$ cat src/rtl/add8u_err_profiler.sv
// add8u_err_profiler
// Exhaustive error characterisation harness for 8-bit unsigned approximate
// adders. Drives every (op_a, op_b) pair into the adder under test, compares
// the returned 9-bit sum against the exact sum and accumulates error count,
// sum of absolute errors and worst-case error (with its operands).
// Optional feature macro: PROF_MSE_EN adds sq_err_sum (sum of squared errors).
module add8u_err_profiler #(
    parameter int DUT_LAT = 0,
    parameter int CNT_W   = 17
) (
    input  logic             clk,
    input  logic             rst_n,
    input  logic             start,
    output logic [7:0]       op_a,
    output logic [7:0]       op_b,
    input  logic [8:0]       approx_sum,
    output logic             busy,
    output logic             done,
    output logic [CNT_W-1:0] err_cnt,
    output logic [24:0]      abs_err_sum,
    output logic [8:0]       wce,
    output logic [7:0]       wce_a,
`ifdef PROF_MSE_EN
    output logic [7:0]       wce_b,
    output logic [33:0]      sq_err_sum
`else
    output logic [7:0]       wce_b
`endif
);

    typedef enum logic [1:0] {
        ST_IDLE  = 2'd0,
        ST_RUN   = 2'd1,
        ST_DRAIN = 2'd2,
        ST_DONE  = 2'd3
    } state_t;

    localparam logic [2:0] DRAIN_LAST = 3'(DUT_LAT);

    // Magnitude of a 10-bit two's complement difference, as 9 bits.
    function automatic logic [8:0] abs_diff(input logic [8:0] x, input logic [8:0] y);
        logic [9:0] diff;
        logic [9:0] neg;
        diff = {1'b0, x} - {1'b0, y};
        neg  = 10'd0 - diff;
        if (diff[9]) begin
            return neg[8:0];
        end else begin
            return diff[8:0];
        end
    endfunction

    state_t            state_q, state_d;
    logic [15:0]       opcnt_q, opcnt_d;
    logic [2:0]        drain_q, drain_d;
    logic              busy_q, busy_d;
    logic              done_q, done_d;
    logic              clr_s;

    logic [CNT_W-1:0]  err_cnt_q, err_cnt_d;
    logic [24:0]       abs_sum_q, abs_sum_d;
    logic [8:0]        wce_q, wce_d;
    logic [7:0]        wce_a_q, wce_a_d;
    logic [7:0]        wce_b_q, wce_b_d;

    // Stage-0 reference: what is being presented to the adder right now.
    logic              vld0_s;
    logic [8:0]        exact0_s;

    // Reference aligned with the adder's returned sum.
    logic              cmp_vld_s;
    logic [8:0]        cmp_exact_s;
    logic [7:0]        cmp_a_s;
    logic [7:0]        cmp_b_s;
    logic [8:0]        abs_err_s;

    assign vld0_s   = (state_q == ST_RUN);
    assign exact0_s = {1'b0, opcnt_q[7:0]} + {1'b0, opcnt_q[15:8]};

    // Sweep sequencing: operand counter, drain timer and accumulator clear.
    always_comb begin
        state_d = state_q;
        opcnt_d = opcnt_q;
        drain_d = drain_q;
        clr_s   = 1'b0;
        case (state_q)
            ST_IDLE: begin
                if (start) begin
                    state_d = ST_RUN;
                    opcnt_d = 16'd0;
                    clr_s   = 1'b1;
                end else begin
                    state_d = ST_IDLE;
                end
            end
            ST_RUN: begin
                if (opcnt_q == 16'hFFFF) begin
                    state_d = ST_DRAIN;
                    drain_d = 3'd0;
                end else begin
                    opcnt_d = opcnt_q + 16'd1;
                end
            end
            ST_DRAIN: begin
                if (drain_q == DRAIN_LAST) begin
                    state_d = ST_DONE;
                end else begin
                    drain_d = drain_q + 3'd1;
                end
            end
            ST_DONE: begin
                state_d = ST_IDLE;
            end
            default: begin
                state_d = ST_IDLE;
            end
        endcase
        busy_d = (state_d != ST_IDLE);
        done_d = (state_d == ST_DONE);
    end

    // FSM and operand registers.
    always_ff @(posedge clk or negedge rst_n) begin
        if (!rst_n) begin
            state_q <= ST_IDLE;
            opcnt_q <= 16'd0;
            drain_q <= 3'd0;
            busy_q  <= 1'b0;
            done_q  <= 1'b0;
        end else begin
            state_q <= state_d;
            opcnt_q <= opcnt_d;
            drain_q <= drain_d;
            busy_q  <= busy_d;
            done_q  <= done_d;
        end
    end

    generate
        if (DUT_LAT == 0) begin : g_comb
            assign cmp_vld_s   = vld0_s;
            assign cmp_exact_s = exact0_s;
            assign cmp_a_s     = opcnt_q[7:0];
            assign cmp_b_s     = opcnt_q[15:8];
        end else begin : g_pipe
            logic       vld_pipe_q   [DUT_LAT];
            logic [8:0] exact_pipe_q [DUT_LAT];
            logic [7:0] a_pipe_q     [DUT_LAT];
            logic [7:0] b_pipe_q     [DUT_LAT];

            // Delay the reference so it lines up with the adder's latency.
            always_ff @(posedge clk or negedge rst_n) begin
                if (!rst_n) begin
                    for (int i = 0; i < DUT_LAT; i++) begin
                        vld_pipe_q[i]   <= 1'b0;
                        exact_pipe_q[i] <= 9'd0;
                        a_pipe_q[i]     <= 8'd0;
                        b_pipe_q[i]     <= 8'd0;
                    end
                end else begin
                    vld_pipe_q[0]   <= vld0_s;
                    exact_pipe_q[0] <= exact0_s;
                    a_pipe_q[0]     <= opcnt_q[7:0];
                    b_pipe_q[0]     <= opcnt_q[15:8];
                    for (int i = 1; i < DUT_LAT; i++) begin
                        vld_pipe_q[i]   <= vld_pipe_q[i-1];
                        exact_pipe_q[i] <= exact_pipe_q[i-1];
                        a_pipe_q[i]     <= a_pipe_q[i-1];
                        b_pipe_q[i]     <= b_pipe_q[i-1];
                    end
                end
            end

            assign cmp_vld_s   = vld_pipe_q[DUT_LAT-1];
            assign cmp_exact_s = exact_pipe_q[DUT_LAT-1];
            assign cmp_a_s     = a_pipe_q[DUT_LAT-1];
            assign cmp_b_s     = b_pipe_q[DUT_LAT-1];
        end
    endgenerate

    assign abs_err_s = abs_diff(approx_sum, cmp_exact_s);

`ifdef PROF_MSE_EN
    logic [17:0] sq_err_s;
    logic [33:0] sq_sum_q, sq_sum_d;

    assign sq_err_s = {9'd0, abs_err_s} * {9'd0, abs_err_s};

    // Squared-error accumulator next state; same clear/hold rules as abs sum.
    always_comb begin
        sq_sum_d = sq_sum_q;
        if (clr_s) begin
            sq_sum_d = 34'd0;
        end else if (cmp_vld_s) begin
            sq_sum_d = sq_sum_q + {16'd0, sq_err_s};
        end else begin
            sq_sum_d = sq_sum_q;
        end
    end

    // Squared-error accumulator register.
    always_ff @(posedge clk or negedge rst_n) begin
        if (!rst_n) begin
            sq_sum_q <= 34'd0;
        end else begin
            sq_sum_q <= sq_sum_d;
        end
    end

    assign sq_err_sum = sq_sum_q;
`endif

    // Metric accumulation; strict greater-than keeps the first worst case.
    always_comb begin
        err_cnt_d = err_cnt_q;
        abs_sum_d = abs_sum_q;
        wce_d     = wce_q;
        wce_a_d   = wce_a_q;
        wce_b_d   = wce_b_q;
        if (clr_s) begin
            err_cnt_d = '0;
            abs_sum_d = 25'd0;
            wce_d     = 9'd0;
            wce_a_d   = 8'd0;
            wce_b_d   = 8'd0;
        end else if (cmp_vld_s) begin
            err_cnt_d = err_cnt_q + CNT_W'(abs_err_s != 9'd0);
            abs_sum_d = abs_sum_q + {16'd0, abs_err_s};
            if (abs_err_s > wce_q) begin
                wce_d   = abs_err_s;
                wce_a_d = cmp_a_s;
                wce_b_d = cmp_b_s;
            end else begin
                wce_d   = wce_q;
            end
        end else begin
            err_cnt_d = err_cnt_q;
        end
    end

    // Metric registers.
    always_ff @(posedge clk or negedge rst_n) begin
        if (!rst_n) begin
            err_cnt_q <= '0;
            abs_sum_q <= 25'd0;
            wce_q     <= 9'd0;
            wce_a_q   <= 8'd0;
            wce_b_q   <= 8'd0;
        end else begin
            err_cnt_q <= err_cnt_d;
            abs_sum_q <= abs_sum_d;
            wce_q     <= wce_d;
            wce_a_q   <= wce_a_d;
            wce_b_q   <= wce_b_d;
        end
    end

    assign op_a        = opcnt_q[7:0];
    assign op_b        = opcnt_q[15:8];
    assign busy        = busy_q;
    assign done        = done_q;
    assign err_cnt     = err_cnt_q;
    assign abs_err_sum = abs_sum_q;
    assign wce         = wce_q;
    assign wce_a       = wce_a_q;
    assign wce_b       = wce_b_q;

endmodule

$ cat config.mk
export PLATFORM = sky130hd
export DESIGN_NAME = add8u_err_profiler
export DESIGN_NICKNAME = d
export VERILOG_FILES = /design/src/rtl/add8u_err_profiler.sv
export SDC_FILE = /design/constraint.sdc
export NUM_CORES = 1
export LEC_CHECK = 0
export CAP_MARGIN = 20
export CORE_AREA = 2 2 113 115
export CTS_CLUSTER_SIZE = 12
export DETAILED_ROUTE_END_ITERATION = 16
export DIE_AREA = 0 0 115 117
export GPL_TIMING_DRIVEN = 0
export PLACE_DENSITY_LB_ADDON = 0.15
export SYNTH_ARGS = -nofsm -noshare
export SYNTH_HDL_FRONTEND = slang
export SYNTH_SLANG_ARGS = --single-unit
$ cat constraint.sdc
create_clock -name clk -period 5 [get_ports clk]
set_input_delay 0.5 -clock clk [delete_from_list [all_inputs] [get_ports clk]]
set_output_delay 0.5 -clock clk [all_outputs]
set_load 0.02 [all_outputs]
==> flow_summary_export.csv, run 1 <==
group,metric,value,unit
status,outcome,"completed",
setup_path,end_kind,"flip-flop",
timing,fin_tns_setup,0,ns
placement,gp_congestion,0.864,
timing,hold_ws,0.0880,ns
detailed_routing,drt_iter0_drc,297,
setup_path,critical_path_class,"flip-flop to flip-flop",
setup_path,cp_data_arrival_time,5.20,ns
synth,synth_cells,639,
synth,yosysWarnings,0,
grt,track_usage,25.1,%
timing,max_freq,202,MHz
pwr,clkPwrFrac,18.6,%
synth,ys_ff_latch,90,
detailed_routing,dr_total_vias,5208,
clocking,hold_buffers,0,
layout,drive_gt1_share,14.7,%
timing,hold_viol_final,0,
pwr,p_int,2.37,mW
synth,syn_area,5880,um^2
synth,synth_cell_types,58,
synth,yosys_most_used_dff,"dfrtp_1",
synth,synth-adder-area-share,11.1,%
min_path,hold_path_class,"primary input to async pin",
placement,placed_cells,886,
synth,synth_top_family_by_area,"simple AND/OR/NAND/NOR gates",
clocking,cts_buffers,9,
clocking,cts_tree,"done",
pwr,vdd_drop_max,406,uV
layout,antenna_cells,0,
setup_path,rr_worst_depth,19,
floorplanning,die_w,115,um
synth,synth_fp_nets,697,
detailed_routing,drt-pass1-iter-count,4,
setup_path,r2r_start,"opcnt_q[8]$_DFFE_PN0P_",
grt,grt_antenna_before_repair,0,
clocking,cts_root_buf,"clkbuf_16",
timing,finalMaxSlewViolations,0,
timing,finalCritPeriodShare,99.2,%
setup_path,regToRegSetupSlack,0.04,ns
synth,synth-compound-area-share,12.3,%
clocking,htree_num_levels,3,
timing,finalSetupViolations,0,
timing,tightest_slew,0.764,ns
floorplanning,core,12300,um^2
timing,fin_crit,4.96,ns
setup_path,startpoint_type,"flip-flop",
floorplanning,rows,41,
detailed_routing,ant_nets,0,
floorplanning,dieArea,13500,um^2
synth,synthDominantCellAreaShare,38.3,%
pwr,sw_frac_of_total,39.0,%
clocking,cts_num_sinks,90,
synth,yosysTopAreaCell,"dfrtp_1",
pwr,share_comb_of_total_power,54.9,%
synth,syn_avg_cell_area,9.20,um^2
flow_run,max_cap_viol_count,0,
setup_path,cp_slowest_cell,"fa_1",
pwr,powerDensity,483,nW/um^2
detailed_routing,drc_errors,0,
synth,synth-async-reset-ratio,100,%
pwr,power_leakage,3.69,nW
layout,fin_cells,928,
layout,fill_cells,1014,
pwr,fin_total_pwr,3.89,mW
floorplanning,start_util,47.8,%
floorplanning,io-pin-count,97,
setup_path,cp_max_fo,5,
floorplanning,fp.dieH,117,um
synth,synthMuxAreaShare,6.17,%
pwr,p_sw,1.52,mW
synth,synth-seq-area-share,38.3,%
grt,grt_overflow,0,
synth,synthSimpleGateAreaFrac,19.3,%
grt,grt_max_degree,60,
setup_path,cp_common_cell,"buf_12",
timing,rsz0062_at_grt,"true",
synth,yosysMostFrequentCell,"nand2_1",
layout,fin_nets,831,
clocking,clkLatencyLatePin,0.35,ns
detailed_routing,wirelength,16.5,mm
detailed_routing,post_drt_wl_per_cell,17.8,um
placement,hpwl,11.2,mm
detailed_routing,via_per_inst,5.61,
setup_path,crit_chain,"fa_1, inv_1, ha_2, or2_4, fa_2, a211oi_4, nor3b_2, o31a_1, a211o_1, o31ai_4, xnor2_2, ha_4, nor2b_4, nor3b_4, a2111oi_4, a21oi_4, buf_12, buf_12, mux2i_2",
layout,area_growth,36.8,%
synth,synth_common_cells,"nand2_1, dfrtp_1, nor2_1",
grt,grt_pass1_wl,26.1,mm
grt,first_global_vias,5044,
pwr,seqPwrFrac,26.6,%
clocking,clkTransAtPathRegs,0.07,ns
setup_path,slowest_delay,0.55,ns
setup_path,cp.required,5.24,ns
timing,relSlewSlack,48.9,%
setup_path,worstReg2RegEnd,"wce_a[4]$_DFFE_PN0P_",
synth,synth_edf_count,0,
timing,clock_skew,0.00851,ns
synth,synth_area_leaders,"dfrtp_1, ha_1, nand2_1",
synth,synth_xor_area_share,8.09,%
clocking,cts_buffer_depth,2,
placement,port_buffers,96,
-- placed cells by master, fill, tap and decap left out, types with 24 or more instances in the layout --
master and instances:
a21oi_1 24, buf_4 24, clkdlybuf4s50_1 94, dfrtp_1 87, ha_1 31, inv_1 40
mux2i_1 33, nand2_1 95, nor2_1 61, xnor2_1 25
-- cell families after synthesis --
logic type / Yosys count
XOR/XNOR: 51
adder cells (fa/ha/maj): 47
AND/OR/NAND/NOR: 243
multiplexers: 36
buffers and inverters: 67
AO/OA/AOI/OAI: 105
flip-flops: 90
-- final cells by class --
class | count | area [um^2] | area share, %
repair buffers | 125 | 1270 | 15.8
clock inverters | 6 | 71.3 | 0.887
flip-flops and latches | 90 | 2260 | 28.0
well taps | 150 | 188 | 2.33
multi-input cells | 483 | 3730 | 46.4
clock buffers | 10 | 239 | 2.97
inverters | 42 | 161 | 2.01
plain buffers | 22 | 128 | 1.59
-- worst max-delay path by stage --
stage / from / endpoint / cells past startpoint
final: opcnt_q[8]$_DFFE_PN0P_ / wce_a[4]$_DFFE_PN0P_ / 19
after CTS: opcnt_q[2]$_DFFE_PN0P_ / err_cnt[16]$_DFFE_PN0P_ / 20
after global routing: opcnt_q[8]$_DFFE_PN0P_ / wce_b[7]$_DFFE_PN0P_ / 19
after floorplan: opcnt_q[8]$_DFFE_PN0P_ / wce[0]$_DFFE_PN0P_ / 18
after global placement: approx_sum[0] / abs_err_sum[17]$_DFFE_PN0P_ / 19
after detailed placement: approx_sum[0] / abs_err_sum[19]$_DFFE_PN0P_ / 19
-- worst max-delay path, delay by kind of cell, from the launching register on --
family	cells	cell delay, ns
simple gates	4	0.66
compound gates	6	1.64
mux	1	0.14
buf+inv	3	0.35
flops	1	0.45
fa+ha+maj	4	1.42
xor+xnor	1	0.20
-- per-stage QoR --
stage          util, %  worst slack, ns  instance area (um^2)
6_report          65.3           0.0387                  8040
5_1_grt           65.3          -0.0609                  8040
4_1_cts           63.7           0.0626                  7840
3_5_place_dp      57.4           -0.956                  7070
3_3_place_gp      57.2           -0.907                  7040
2_1_floorplan        -           0.0203                  5890
-- sequential cells by signal (all words and copies together), names as in the netlist --
register,count
drain_q,3
wce_a,8
opcnt_q,16
err_cnt,17
abs_err_sum,25
wce_b,8
wce,9
state_q,2
busy,1
done,1
-- power groups by stage --
| stage | Clock, mW | Sequential [mW] | Combinational (mW) |
|---|---|---|---|
| detailed placement | 0 | 1.04 | 1.68 |
| finish | 0.722 | 1.03 | 2.13 |
| CTS | 0.736 | 1.03 | 2.05 |
| global placement | 0 | 1.03 | 1.64 |
| global route | 0.767 | 1.05 | 2.30 |
| floorplan | 0 | 1.18 | 0.993 |
-- metal layers --
metal / track usage (%) / routed length, um
met4: 7.23 / 235
met3: 5.46 / 876
met5: 0 / 0
met2: 40.5 / 8110
met1: 34.3 / 7280
-- timing repair --
action / CTS / global route
cloned: 2 / 1
setup buffers: 15 / 11
pin swaps: 25 / 4
endpoints found under the setup margin: 55 / 52
gates resized for setup: 60 / 25
No activity file was read; power rests on OpenSTA's default activity.
==> run 2: changes to the inputs <==
--- a/config.mk
+++ b/config.mk
@@ -5,7 +5,6 @@
 export SDC_FILE = /design/constraint.sdc
 export NUM_CORES = 1
 export LEC_CHECK = 0
-export CAP_MARGIN = 20
 export CORE_AREA = 2 2 113 115
 export CTS_CLUSTER_SIZE = 12
 export DETAILED_ROUTE_END_ITERATION = 16
@@ -15,3 +14,4 @@
 export SYNTH_ARGS = -nofsm -noshare
 export SYNTH_HDL_FRONTEND = slang
 export SYNTH_SLANG_ARGS = --single-unit
+export TNS_END_PERCENT = 1
==> run 2 against run 1 <==
  * Design area decreased by 1.5%
  * Total power fell by 0.63%
  * Utilization fell by 0.96 points
  * Largest cell class unchanged
  * Register-to-register slack is essentially flat
  * Via count fell by 1.0%
==> flow_summary_export.csv, run 2 (synthesized netlist as in run 1, its figures left out) <==
group,metric,value,unit
layout,fin_nets,821,
placement,port_buffers,96,
setup_path,critical_path_class,"flip-flop to flip-flop",
layout,largest_reg_flops,25,
floorplanning,rows,41,
layout,fin_cells,918,
pwr,power_leakage,3.64,nW
clocking,cts_buffer_depth,2,
pwr,seqPwrFrac,26.8,%
pwr,vdd_drop_max,404,uV
clocking,cts_tree,"done",
layout,drive_gt1_share,13.2,%
setup_path,cp_data_arrival_time,5.16,ns
pwr,clkPwrFrac,18.6,%
grt,grt_antenna_before_repair,0,
placement,hpwl,11.2,mm
pwr,share_comb_of_total_power,54.7,%
clocking,htree_num_levels,3,
setup_path,startpoint_type,"flip-flop",
timing,fin_crit,4.95,ns
detailed_routing,drt_iter0_drc,351,
floorplanning,io-pin-count,97,
clocking,cts_root_buf,"clkbuf_16",
floorplanning,dieArea,13500,um^2
clocking,cts_num_sinks,90,
placement,placed_cells,886,
detailed_routing,ant_nets,0,
detailed_routing,drc_errors,0,
grt,track_usage,25.1,%
floorplanning,die_w,115,um
timing,clock_skew,0.00693,ns
grt,grt_pass1_wl,26.2,mm
pwr,powerDensity,487,nW/um^2
setup_path,critPathTopFamily,"adder cells",
clocking,cts_buffers,9,
timing,finalSetupViolations,0,
detailed_routing,drt-pass1-iter-count,5,
timing,finalMaxSlewViolations,0,
timing,hold_viol_final,0,
detailed_routing,wirelength,16.3,mm
setup_path,crit_chain,"fa_1, inv_1, ha_2, or2_4, fa_2, buf_12, xnor2_4, nand3_2, o31ai_2, xnor2_2, buf_4, or4_1, nor3_1, nand2_1, ha_1, ha_1, and2_1, nand4_1, xor2_1, nor2_1",
layout,final_common_cell,"nand2_1",
grt,first_global_vias,5051,
floorplanning,core,12300,um^2
setup_path,cp_common_cell,"ha_1",
pwr,p_sw,1.51,mW
detailed_routing,via_per_inst,5.61,
setup_path,slowest_delay,0.56,ns
timing,max_freq,202,MHz
detailed_routing,dr_total_vias,5154,
grt,grt_max_degree,60,
layout,final_cell_mix,"nand2_1, clkdlybuf4s50_1, dfrtp_1, nor2_1, inv_1",
grt,grt_overflow,0,
setup_path,end_kind,"flip-flop",
layout,area_growth,34.8,%
timing,fin_tns_setup,0,ns
min_path,hold_path_class,"primary input to async pin",
floorplanning,fp.dieH,117,um
placement,gp_congestion,0.864,
clocking,clkTransAtPathRegs,0.07,ns
timing,rsz0062_at_grt,"true",
timing,tightest_slew,0.755,ns
setup_path,path_buf_inv,3,
timing,relSlewSlack,49.6,%
detailed_routing,post_drt_wl_per_cell,17.7,um
status,outcome,"completed",
setup_path,cp.required,5.22,ns
flow_run,max_cap_viol_count,0,
clocking,clkLatencyLatePin,0.35,ns
floorplanning,start_util,47.8,%
pwr,p_int,2.35,mW
timing,finalCritPeriodShare,99.0,%
pwr,sw_frac_of_total,39.2,%
layout,antenna_cells,0,
setup_path,cp_slowest_cell,"fa_1",
timing,hold_ws,0.0958,ns
setup_path,cp_max_fo,7,
run 2: cell count changes in the layout (fill, tap and decap cells not counted), sizes merged:
cell and change:
buf -9, clkbuf -1
run 2: final cells by class:
type	count	area, um^2
inverters	42	159
multi-input cells	483	3690
clock inverters	6	71.3
flip-flops and latches	90	2260
plain buffers	22	129
clock buffers	10	239
fillers	1025	4390
well taps	150	188
repair buffers	115	1190
run 2: final timing paths:
| path | from | end | slack [ns] | cells after the start |
|---|---|---|---|---|
| worst max-delay path | opcnt_q[8]$_DFFE_PN0P_ | err_cnt[16]$_DFFE_PN0P_ | 0.05 | 20 |
| worst min-delay path | rst_n | err_cnt[8]$_DFFE_PN0P_ | 0.1 | 1 |
| max in group asynchronous | rst_n | opcnt_q[8]$_DFFE_PN0P_ | 4.26 | 2 |
| min in group clk | wce_a[6]$_DFFE_PN0P_ | wce_a[6]$_DFFE_PN0P_ | 0.53 | 2 |
| worst min register to register | wce_a[6]$_DFFE_PN0P_ | wce_a[6]$_DFFE_PN0P_ | 0.53 | 2 |
| worst max register to register | opcnt_q[8]$_DFFE_PN0P_ | err_cnt[16]$_DFFE_PN0P_ | 0.05 | 20 |
run 2: power groups by stage:
stage	logic, mW	clock network, mW	registers, mW
after floorplan	0.993	0	1.18
after global placement	1.64	0	1.03
after detailed placement	1.68	0	1.04
after CTS	2.05	0.736	1.03
after global routing	2.28	0.764	1.05
final	2.11	0.717	1.03
run 2: through the flow:
step           total power, mW  worst slack (ns)  area [um^2]  util (%)
2_1_floorplan             2.17            0.0203         5890         -
3_3_place_gp              2.67            -0.907         7040      57.2
3_5_place_dp              2.72            -0.956         7070      57.4
4_1_cts                   3.81            0.0626         7840      63.7
5_1_grt                   4.10            -0.143         7930      64.4
6_report                  3.86            0.0524         7930      64.4
run 2: timing repair:
item / CTS / global route
gates cloned: 2 / 1
hold buffers: 0 / 0
resized for setup: 61 / 17
setup buffers: 14 / 2
pin swaps: 24 / 3
setup endpoints to repair: 55 / 52
run 2: routing by layer:
layer | GRT usage, % | part of all wire, % | up-vias
li1 | - | - | 2452
met1 | 34.3 | 44 | 2532
met2 | 40.7 | 50 | 154
met3 | 5.41 | 4.7 | 16
met4 | 7.15 | 1.4 | 0
met5 | 0 | 0 | -
==> run 3: changes to the inputs <==
--- a/config.mk
+++ b/config.mk
@@ -11,6 +11,7 @@
 export DIE_AREA = 0 0 115 117
 export GPL_TIMING_DRIVEN = 0
 export PLACE_DENSITY_LB_ADDON = 0.15
+export SETUP_SLACK_MARGIN = 0.02
 export SYNTH_ARGS = -nofsm -noshare
 export SYNTH_HDL_FRONTEND = slang
 export SYNTH_SLANG_ARGS = --single-unit
==> run 3 against run 2 <==
  * Combinational power about the same
  * First-iteration DRC count is 11% lower
  * Global-route usage grew 0.31 points
  * Sequential cell count did not move
  * Die area did not move
  * Clock power up 0.7%
  * Largest power group unchanged
==> flow_summary_export.csv, run 3 (synthesized netlist as in run 1, its figures left out) <==
group,metric,value,unit
timing,finalCritPeriodShare,98.9,%
timing,clock_skew,0.00647,ns
layout,largest_reg_flops,25,
detailed_routing,drc_errors,0,
setup_path,end_kind,"flip-flop",
grt,first_global_vias,5080,
grt,grt_overflow,0,
grt,track_usage,25.4,%
detailed_routing,drt_iter0_drc,312,
floorplanning,rows,41,
detailed_routing,drt-pass1-iter-count,5,
clocking,htree_num_levels,3,
pwr,powerDensity,489,nW/um^2
floorplanning,core,12300,um^2
clocking,cts_buffers,9,
setup_path,critical_path_class,"flip-flop to flip-flop",
floorplanning,dieArea,13500,um^2
clocking,cts_tree,"done",
floorplanning,fp.dieH,117,um
placement,gp_congestion,0.864,
grt,grt_pass1_wl,26.5,mm
layout,drive_gt1_share,13.5,%
clocking,cts_buffer_depth,2,
detailed_routing,ant_nets,0,
timing,rsz0062_at_grt,"true",
floorplanning,die_w,115,um
clocking,clkLatencyLatePin,0.35,ns
flow_run,max_cap_viol_count,0,
setup_path,startpoint_type,"flip-flop",
layout,fin_nets,823,
layout,fin_cells,920,
clocking,clkTransAtPathRegs,0.07,ns
floorplanning,io-pin-count,97,
min_path,hold_path_class,"primary input to async pin",
pwr,vdd_drop_max,414,uV
setup_path,cp.required,5.23,ns
timing,fin_tns_setup,0,ns
timing,hold_ws,0.0894,ns
pwr,power_leakage,3.65,nW
layout,antenna_cells,0,
timing,max_freq,202,MHz
timing,finalSetupViolations,0,
detailed_routing,dr_total_vias,5138,
placement,place_ws,-0.956,ns
status,outcome,"completed",
clocking,cts_root_buf,"clkbuf_16",
layout,final_common_cell,"nand2_1",
timing,tightest_slew,0.759,ns
detailed_routing,via_per_inst,5.58,
layout,finish.utilization,64.7,%
timing,fin_crit,4.94,ns
layout,fin_area,7960,um^2
grt,grt_antenna_before_repair,0,
clocking,hold_buffers,0,
grt,grt_max_degree,60,
clocking,cts_num_sinks,90,
placement,hpwl,11.2,mm
timing,hold_viol_final,0,
placement,postPlaceCellArea,7070,um^2
placement,port_buffers,96,
detailed_routing,post_drt_wl_per_cell,17.8,um
timing,relSlewSlack,49.2,%
timing,finalMaxSlewViolations,0,
detailed_routing,wirelength,16.4,mm
pwr,fin_total_pwr,3.89,mW
timing,fin_ws,0.0564,ns
layout,final_cell_mix,"nand2_1, clkdlybuf4s50_1, dfrtp_1, nor2_1, inv_1",
placement,placed_cells,886,
floorplanning,start_util,47.8,%
setup_path,cp_max_fo,7,
setup_path,cp_data_arrival_time,5.18,ns
layout,area_growth,35.4,%
[run 3: cell types whose count changed in the layout (fill, tap and decap cells not counted), sizes merged]
cell / previous run / this run
clkbuf: 27 / 28
buf: 24 / 25
[run 3: cell type report]
type	instances	area, um^2
Clock inverter	6	71.3
Fill cell	1027	4350
Multi-Input combinational cell	483	3710
Inverter	42	159
Timing Repair Buffer	117	1210
Clock buffer	10	239
Tap cell	150	188
Buffer	22	128
Sequential cell	90	2260
[run 3: repair_timing]
item                       4_1_cts  5_1_grt
pin swaps                       27        5
gates resized for setup         65       17
cloned                           2        1
setup buffers                   16        2
setup endpoints to repair       55       53
[run 3: critical path, cell delays in order (launching register included)]
cell	delay (ns)
dfrtp_2	0.48
fa_1	0.56
inv_1	0.05
ha_2	0.17
or2_4	0.25
fa_2	0.41
buf_12	0.15
xnor2_4	0.22
nand3_2	0.18
nand2_1	0.15
xnor2_2	0.14
ha_1	0.27
o21ai_1	0.08
a21oi_1	0.06
o21a_1	0.17
o21ai_1	0.13
nand2b_1	0.08
maj3_2	0.35
a2111oi_4	0.37
a21oi_4	0.12
buf_12	0.16
buf_8	0.14
mux2i_1	0.12
[run 3: worst paths after layout]
| path | slack [ns] | depth (start not counted) | startpoint | to |
|---|---|---|---|---|
| min | 0.09 | 1 | rst_n | err_cnt[8]$_DFFE_PN0P_ |
| max in group asynchronous | 4.26 | 2 | rst_n | opcnt_q[8]$_DFFE_PN0P_ |
| max | 0.06 | 22 | opcnt_q[8]$_DFFE_PN0P_ | wce_b[7]$_DFFE_PN0P_ |
| min reg2reg | 0.53 | 2 | wce_a[6]$_DFFE_PN0P_ | wce_a[6]$_DFFE_PN0P_ |
| min in group clk | 0.53 | 2 | wce_a[6]$_DFFE_PN0P_ | wce_a[6]$_DFFE_PN0P_ |
| max reg2reg | 0.06 | 22 | opcnt_q[8]$_DFFE_PN0P_ | wce_b[7]$_DFFE_PN0P_ |
[run 3: layer usage]
layer / share of wire [%] / global-route usage [%] / routed length (um) / vias up
li1: - / - / - / 2453
met1: 44 / 34.2 / 7250 / 2533
met4: 1.4 / 7.87 / 227 / 0
met2: 50 / 41.4 / 8220 / 134
met5: 0 / 0 / 0 / -
met3: 4.3 / 5.56 / 713 / 18
[run 3: where the power goes]
part / leakage [nW] / internal [mW] / switching [mW]
clock: 0.146 / 0.406 / 0.316
combinational: 2.41 / 1.08 / 1.06
sequential: 1.10 / 0.883 / 0.150
